==> src/rtl/load_store_unit.sv <==
// RV32I load/store sequencer in front of a single-port, word-wide data memory.
// Sub-word stores are performed as read-modify-write of the addressed word.

`ifndef _MEM_ADDR_WIDTH_
`define _MEM_ADDR_WIDTH_ 8
`endif
`ifndef _MEM_DATA_WIDTH_
`define _MEM_DATA_WIDTH_ 32
`endif
`ifndef _DATA_MEM_SIZE_
`define _DATA_MEM_SIZE_ 256
`endif

module load_store_unit #(
    parameter int MEM_ADDR_WIDTH = `_MEM_ADDR_WIDTH_,
    parameter int DATA_WIDTH     = `_MEM_DATA_WIDTH_,
    parameter int DATA_MEM_SIZE  = `_DATA_MEM_SIZE_
) (
    input  logic                      clk,
    input  logic                      reset,
    input  logic                      i_Valid,
    output logic                      o_Ready,
    input  logic                      i_IsStore,
    input  logic [2:0]                i_Funct3,
    input  logic [31:0]               i_Addr,
    input  logic [31:0]               i_StoreData,
    output logic                      o_Done,
    output logic [31:0]               o_LoadData,
    output logic                      o_Misaligned,
    output logic                      o_AccessFault,
    output logic [MEM_ADDR_WIDTH-1:0] o_MemAddr,
    output logic [DATA_WIDTH-1:0]     o_MemDataOut,
    output logic                      o_MemWrEn,
    input  logic [DATA_WIDTH-1:0]     i_MemDataIn
);

    typedef enum logic [2:0] {
        IDLE,
        LOAD,
        RMW_RD,
        WRITE,
        RESP
    } state_t;

    localparam logic [2:0] F3_B  = 3'b000;
    localparam logic [2:0] F3_H  = 3'b001;
    localparam logic [2:0] F3_W  = 3'b010;
    localparam logic [2:0] F3_BU = 3'b100;
    localparam logic [2:0] F3_HU = 3'b101;

    localparam logic [31:0] MEM_WORDS = 32'(DATA_MEM_SIZE);

    state_t state;
    state_t next_state;

    logic [MEM_ADDR_WIDTH+1:0] addr_q;
    logic [2:0]                funct3_q;
    logic [31:0]               sdata_q;
    logic                      store_q;
    logic [DATA_WIDTH-1:0]     wdata_q;
    logic [31:0]               load_data_q;
    logic                      mis_q;
    logic                      af_q;

    logic accept;
    logic illegal;
    logic misaligned;
    logic out_of_range;
    logic fault_mis;
    logic fault_af;

    logic [DATA_WIDTH-1:0] rd_shift;
    logic [31:0]           load_ext;
    logic [DATA_WIDTH-1:0] lane_mask;
    logic [DATA_WIDTH-1:0] lane_data;
    logic [DATA_WIDTH-1:0] merged;

    // Request classification, evaluated on the live inputs at accept time.
    always_comb begin
        illegal = 1'b0;
        case (i_Funct3)
            F3_B, F3_H, F3_W: illegal = 1'b0;
            F3_BU, F3_HU:     illegal = i_IsStore;
            default:          illegal = 1'b1;
        endcase
        misaligned = (((i_Funct3 == F3_H) || (i_Funct3 == F3_HU)) && i_Addr[0])
                   || ((i_Funct3 == F3_W) && (i_Addr[1:0] != 2'b00));
        out_of_range = {2'b00, i_Addr[31:2]} >= MEM_WORDS;
        fault_mis = !illegal && misaligned;
        fault_af  = illegal || (!misaligned && out_of_range);
    end

    always_ff @(posedge clk) begin
        if (reset) begin
            state <= IDLE;
        end else begin
            state <= next_state;
        end
    end

    always_comb begin
        next_state = state;
        o_Ready    = 1'b0;
        o_Done     = 1'b0;
        o_MemWrEn  = 1'b0;
        accept     = 1'b0;
        case (state)
            IDLE: begin
                o_Ready = 1'b1;
                accept  = i_Valid;
                if (i_Valid) begin
                    if (fault_af || fault_mis) begin
                        next_state = RESP;
                    end else if (!i_IsStore) begin
                        next_state = LOAD;
                    end else if (i_Funct3 == F3_W) begin
                        next_state = WRITE;
                    end else begin
                        next_state = RMW_RD;
                    end
                end
            end
            LOAD:   next_state = RESP;
            RMW_RD: next_state = WRITE;
            WRITE: begin
                o_MemWrEn  = 1'b1;
                next_state = RESP;
            end
            RESP: begin
                o_Done     = 1'b1;
                next_state = IDLE;
            end
            default: next_state = IDLE;
        endcase
    end

    // Lane extraction for loads; halves are aligned so the shift is 0 or 16.
    always_comb begin
        rd_shift = i_MemDataIn >> {addr_q[1:0], 3'b000};
        load_ext = rd_shift[31:0];
        case (funct3_q)
            F3_B:    load_ext = {{24{rd_shift[7]}}, rd_shift[7:0]};
            F3_BU:   load_ext = {24'd0, rd_shift[7:0]};
            F3_H:    load_ext = {{16{rd_shift[15]}}, rd_shift[15:0]};
            F3_HU:   load_ext = {16'd0, rd_shift[15:0]};
            default: load_ext = rd_shift[31:0];
        endcase
    end

    // Byte/half merge of the store data into the word read back in RMW_RD.
    always_comb begin
        lane_mask = DATA_WIDTH'(8'hFF) << {addr_q[1:0], 3'b000};
        lane_data = DATA_WIDTH'(sdata_q[7:0]) << {addr_q[1:0], 3'b000};
        if (funct3_q == F3_H) begin
            lane_mask = DATA_WIDTH'(16'hFFFF) << {addr_q[1:0], 3'b000};
            lane_data = DATA_WIDTH'(sdata_q[15:0]) << {addr_q[1:0], 3'b000};
        end
        merged = (i_MemDataIn & ~lane_mask) | (lane_data & lane_mask);
    end

    always_ff @(posedge clk) begin
        if (reset) begin
            addr_q      <= '0;
            funct3_q    <= '0;
            sdata_q     <= '0;
            store_q     <= 1'b0;
            wdata_q     <= '0;
            load_data_q <= '0;
            mis_q       <= 1'b0;
            af_q        <= 1'b0;
        end else begin
            if (accept) begin
                addr_q   <= i_Addr[MEM_ADDR_WIDTH+1:0];
                funct3_q <= i_Funct3;
                sdata_q  <= i_StoreData;
                store_q  <= i_IsStore;
                if (i_IsStore && !fault_af && !fault_mis) begin
                    wdata_q <= DATA_WIDTH'(i_StoreData);
                end
            end
            if ((state == RMW_RD) && store_q) begin
                wdata_q <= merged;
            end
            // Result registers change only as o_Done rises, then hold.
            if (next_state == RESP) begin
                load_data_q <= (state == LOAD) ? load_ext : 32'd0;
                mis_q       <= (state == IDLE) && fault_mis;
                af_q        <= (state == IDLE) && fault_af;
            end
        end
    end

    assign o_MemAddr     = addr_q[MEM_ADDR_WIDTH+1:2];
    assign o_MemDataOut  = wdata_q;
    assign o_LoadData    = load_data_q;
    assign o_Misaligned  = mis_q;
    assign o_AccessFault = af_q;

endmodule
==> config.mk <==
export PLATFORM = sky130hd
export DESIGN_NAME = load_store_unit
export DESIGN_NICKNAME = d
export VERILOG_FILES = /design/src/rtl/load_store_unit.sv
export SDC_FILE = /design/constraint.sdc
export NUM_CORES = 1
export LEC_CHECK = 0
export ABC_AREA = 1
export ABC_CLOCK_PERIOD_IN_PS = 2000
export BUFFER_PORTS_ARGS = -buffer_cell sky130_fd_sc_hd__buf_2
export CORE_ASPECT_RATIO = 0.7
export CORE_UTILIZATION = 52
export CTS_CLUSTER_DIAMETER = 100
export DETAILED_ROUTE_END_ITERATION = 8
export GPL_TIMING_DRIVEN = 0
export HOLD_SLACK_MARGIN = 0.05
export PLACE_DENSITY = 0.87
export SLEW_MARGIN = 15
export SYNTH_ARGS = -nofsm -noshare
export SYNTH_HDL_FRONTEND = slang
export SYNTH_SLANG_ARGS = --single-unit
==> constraint.sdc <==
create_clock -name clk -period 2 [get_ports clk]
set_input_delay 0.6 -clock clk [delete_from_list [all_inputs] [get_ports clk]]
set_output_delay 0.6 -clock clk [all_outputs]
set_load 0.03 [all_outputs]
==> results by group <==
Layout
  – FF+latch area: around 0.0020 mm2
  – Util after Layout: 68.4%
  – Area grow syn2layout: 25.0%
  – Filler instances: about 1000
  – Final instance area: 0.00724 mm2
  – Final-stage net count: approximately 1200
  – Number of diodes: 0
  – Multi-input gate area: 0.00311 mm2
  – Layout cells sized above 1: 23.3%

Synthesis
  – Syn. warnings: 0
  – Syn nets: 1041
  – Syn Area/Cell: between 6 and 7 um2
  – Synth cell types: 28
  – #FFs+latches synth: 99
  – Mapped cell area: just under 0.006 mm2
  – Post-Syn Instances: ~940
  – Seq/Total Area, Yosys: between 30 and 40%

CTS
  – H-tree levels: 3
  – Skew-Pair Late Insertion Delay: about 0.36 ns
  – Hold buffer count at CTS: 0
  – CTS tree: yes
  – TritonCTS Sinks: approximately 100
  – CTS clk-pin slew, worst paths: ~0.070 ns
  – Cts bufs inserted: 9
  – Root Buffer: clkbuf_16
  – Clock tree buffer depth: 2

Critical path
  – CP max stage cell: dfxtp_2
  – Worst reg2reg path startpoint: addr_q[0]
  – Crit start category: register
  – Family with the most delay on the worst path: buffers and inverters
  – Slowest Stage Delay on Critical Path: around 0.35 ns
  – CP arrival: around 1.4 ns
  – Most frequent cell on the critical path: buf_6
  – Critical-path cell list: inv_2 > nand2_2 > clkbuf_8 > buf_6 > nor2_4 > buf_6
  – Crit Path Class: reg -> out
  – Worst EP required: ~1.4 ns
  – Crit path buf inv count: 4
  – CP startpoint: state[2]
  – Crit. End Element: primary output
  – CP Max Fanout: 10
  – Flop2flop setup slack: between 0.1 and 0.15 ns

Drt
  – Vias per cell: roughly 5.4
  – Routed len/inst: approximately 16 um
  – DR pass1 iterations: 5
  – Vias: roughly 7000
  – # DRC: 0
  – Antenna-violating nets left: 0
  – WL final: roughly 20000 um
  – Initial DRC Count: 743

Global route
  – Antenna violations before repair: 0
  – Largest net degree at the start of global routing: 17
  – GRT overflow: 0
  – First-pass GRT wire length: ~31000 um
  – Global Route Usage Sum: 34.7%
  – Vias in the first global route: between 6000 and 7000

Timing
  – Period utilisation layout: a little over nine tenths
  – Slew @ Worst Pin: around 0.75 ns
  – Setup violators final: 0
  – Slew Viols, Final: 0
  – Final hold viol count: 0
  – RSZ-0062 raised after global routing: no
  – Max-slew headroom: 49.6%
  – Tmin final: approximately 2 ns
  – Clock skew: roughly 0.0073 ns
  – Fmax achieved: between 500 and 600 MHz

Floorplan
  – # rows: 31
  – Die width: 128 um
  – I/O pins: 180
  – Die area: about 0.012 mm2
  – Die H: between 90 and 100 um
  – Core area: approximately 0.011 mm2
  – Initial Util: 54.7%

Run
  – Maxcap violations: 0

Power
  – Leak Pwr: 3.70 nW
  – Cell Pwr Density: 671 mW/mm2
  – Final Power: between 0.004 and 0.005 W
  – Worst vdd ir: ~0.45 mV

Placed design
  – IO Port Bufs: about 180
  – Dpl hpwl: 15700 um
  – Cell Area, Placed: about 0.0069 mm2
  – GPL Wtd Cong: between 1 and 1.5

Hold path
  – HP Class: reg -> reg
  – Hold wc startpoint: addr_q[3]

Run status
  – Status: finished, final reports clean
[placed cells by master (no fill, tap or decap), drive strengths merged]
master   netlist  final
nor3           2      2
bufinv         0      2
nand2        285    285
nand3         76     76
inv           83     85
clkbuf        25     36
nor2          90     90
buf           46    225
or2            5      5
a21oi        111    111
clkinv         4      5
o221ai         3      3
nand3b        22     22
o2111ai        5      5
o211ai         7      7
nand4          2      2
o21ai         73     73
dfxtp         99     99
[power by group]
group / total, W / internal, W / switching [W]
combinational: 0.000872 / 0.000282 / 0.000590
sequential: 0.00205 / 0.00202 / 0.0000308
clock: 0.00194 / 0.00114 / 0.000801
total: 0.00486 / 0.00344 / 0.00142
[cells in the mapped netlist, drive strengths merged]
| cell | count | area share (%) |
|---|---|---|
| clkbuf | 25 | 1.6 |
| inv | 83 | 5.4 |
| o21ai | 73 | 6.3 |
| nand2 | 285 | 19 |
| nand4 | 2 | 0.32 |
| a21oi | 111 | 9.7 |
| nor2 | 90 | 6.0 |
| nand3b | 22 | 2.9 |
| dfxtp | 99 | 34 |
| o2111ai | 5 | 0.76 |
| nor3 | 2 | 0.37 |
| o211ai | 7 | 0.91 |
| clkinv | 4 | 0.26 |
| nand3 | 76 | 6.7 |
| buf | 46 | 5.0 |
| o221ai | 3 | 0.45 |
| or2 | 5 | 0.54 |
[per-stage QoR]
stage | worst slack (ns) | setup TNS (ns) | hold slack, ns | instances
3_5_place_dp | -0.239 | -6.14 | 0.456 | 1264
6_report | 0.0444 | 0 | 0.466 | 1281
3_3_place_gp | -0.230 | -4.52 | 0.453 | 1264
4_1_cts | 0.0377 | 0 | 0.467 | 1281
2_1_floorplan | 0.0536 | 0 | 0.430 | 938
5_1_grt | 0.00648 | 0 | 0.482 | 1281
[sequential cells by signal, summed over array words and instances, names as in the netlist]
signal and count:
state 3, o_AccessFault 1, sdata_q 16, addr_q 10, o_MemDataOut 32, store_q 1, funct3_q 3, o_Misaligned 1
o_LoadData 32
[worst paths after layout]
kind,end,cells past startpoint
setup / recovery,o_MemWrEn,6
hold reg to reg,addr_q[3],2
setup reg to reg,o_LoadData[17],6
hold / removal,addr_q[3],2
[per-layer routing]
layer / wire length (um) / GRT usage (%) / up-vias
met4: 278 / 7.35 / 0
met2: 8110 / 50.2 / 439
met1: 8750 / 50.1 / 3065
met5: 0 / 0 / -
li1: - / - / 3393
met3: 2880 / 11.1 / 32
[worst min-delay path, cell delays in order, from the launching register on]
cell     delay (ns)
dfxtp_1        0.31
nand2_1        0.06
a21oi_1        0.05
[final cells by class]
class                      count  share of cell area, %
multi-input combinational    681                   43.0
tap                          148                   2.56
inverter                      87                   4.51
timing repair buffer         179                   12.5
clock inverter                 5                   1.14
buffer                        71                   5.53
sequential                    99                   27.4
clock buffer                  11                   3.35
[logic make-up (layout without fill, tap and decap cells)]
logic type	Yosys count	in the layout	share of synthesized area, %
buffers and inverters	158	353	12.2
AO/OA/AOI/OAI	199	199	18.1
flip-flops	99	99	34.2
AND/OR/NAND/NOR	482	482	35.5
[timing repair]
item                       in CTS  in global routing
pin swaps                       0                  0
gates resized for setup        13                  5
buffers inserted                1                  0
setup endpoints to repair       1                  4
No activity file was read; power rests on OpenSTA's default activity.
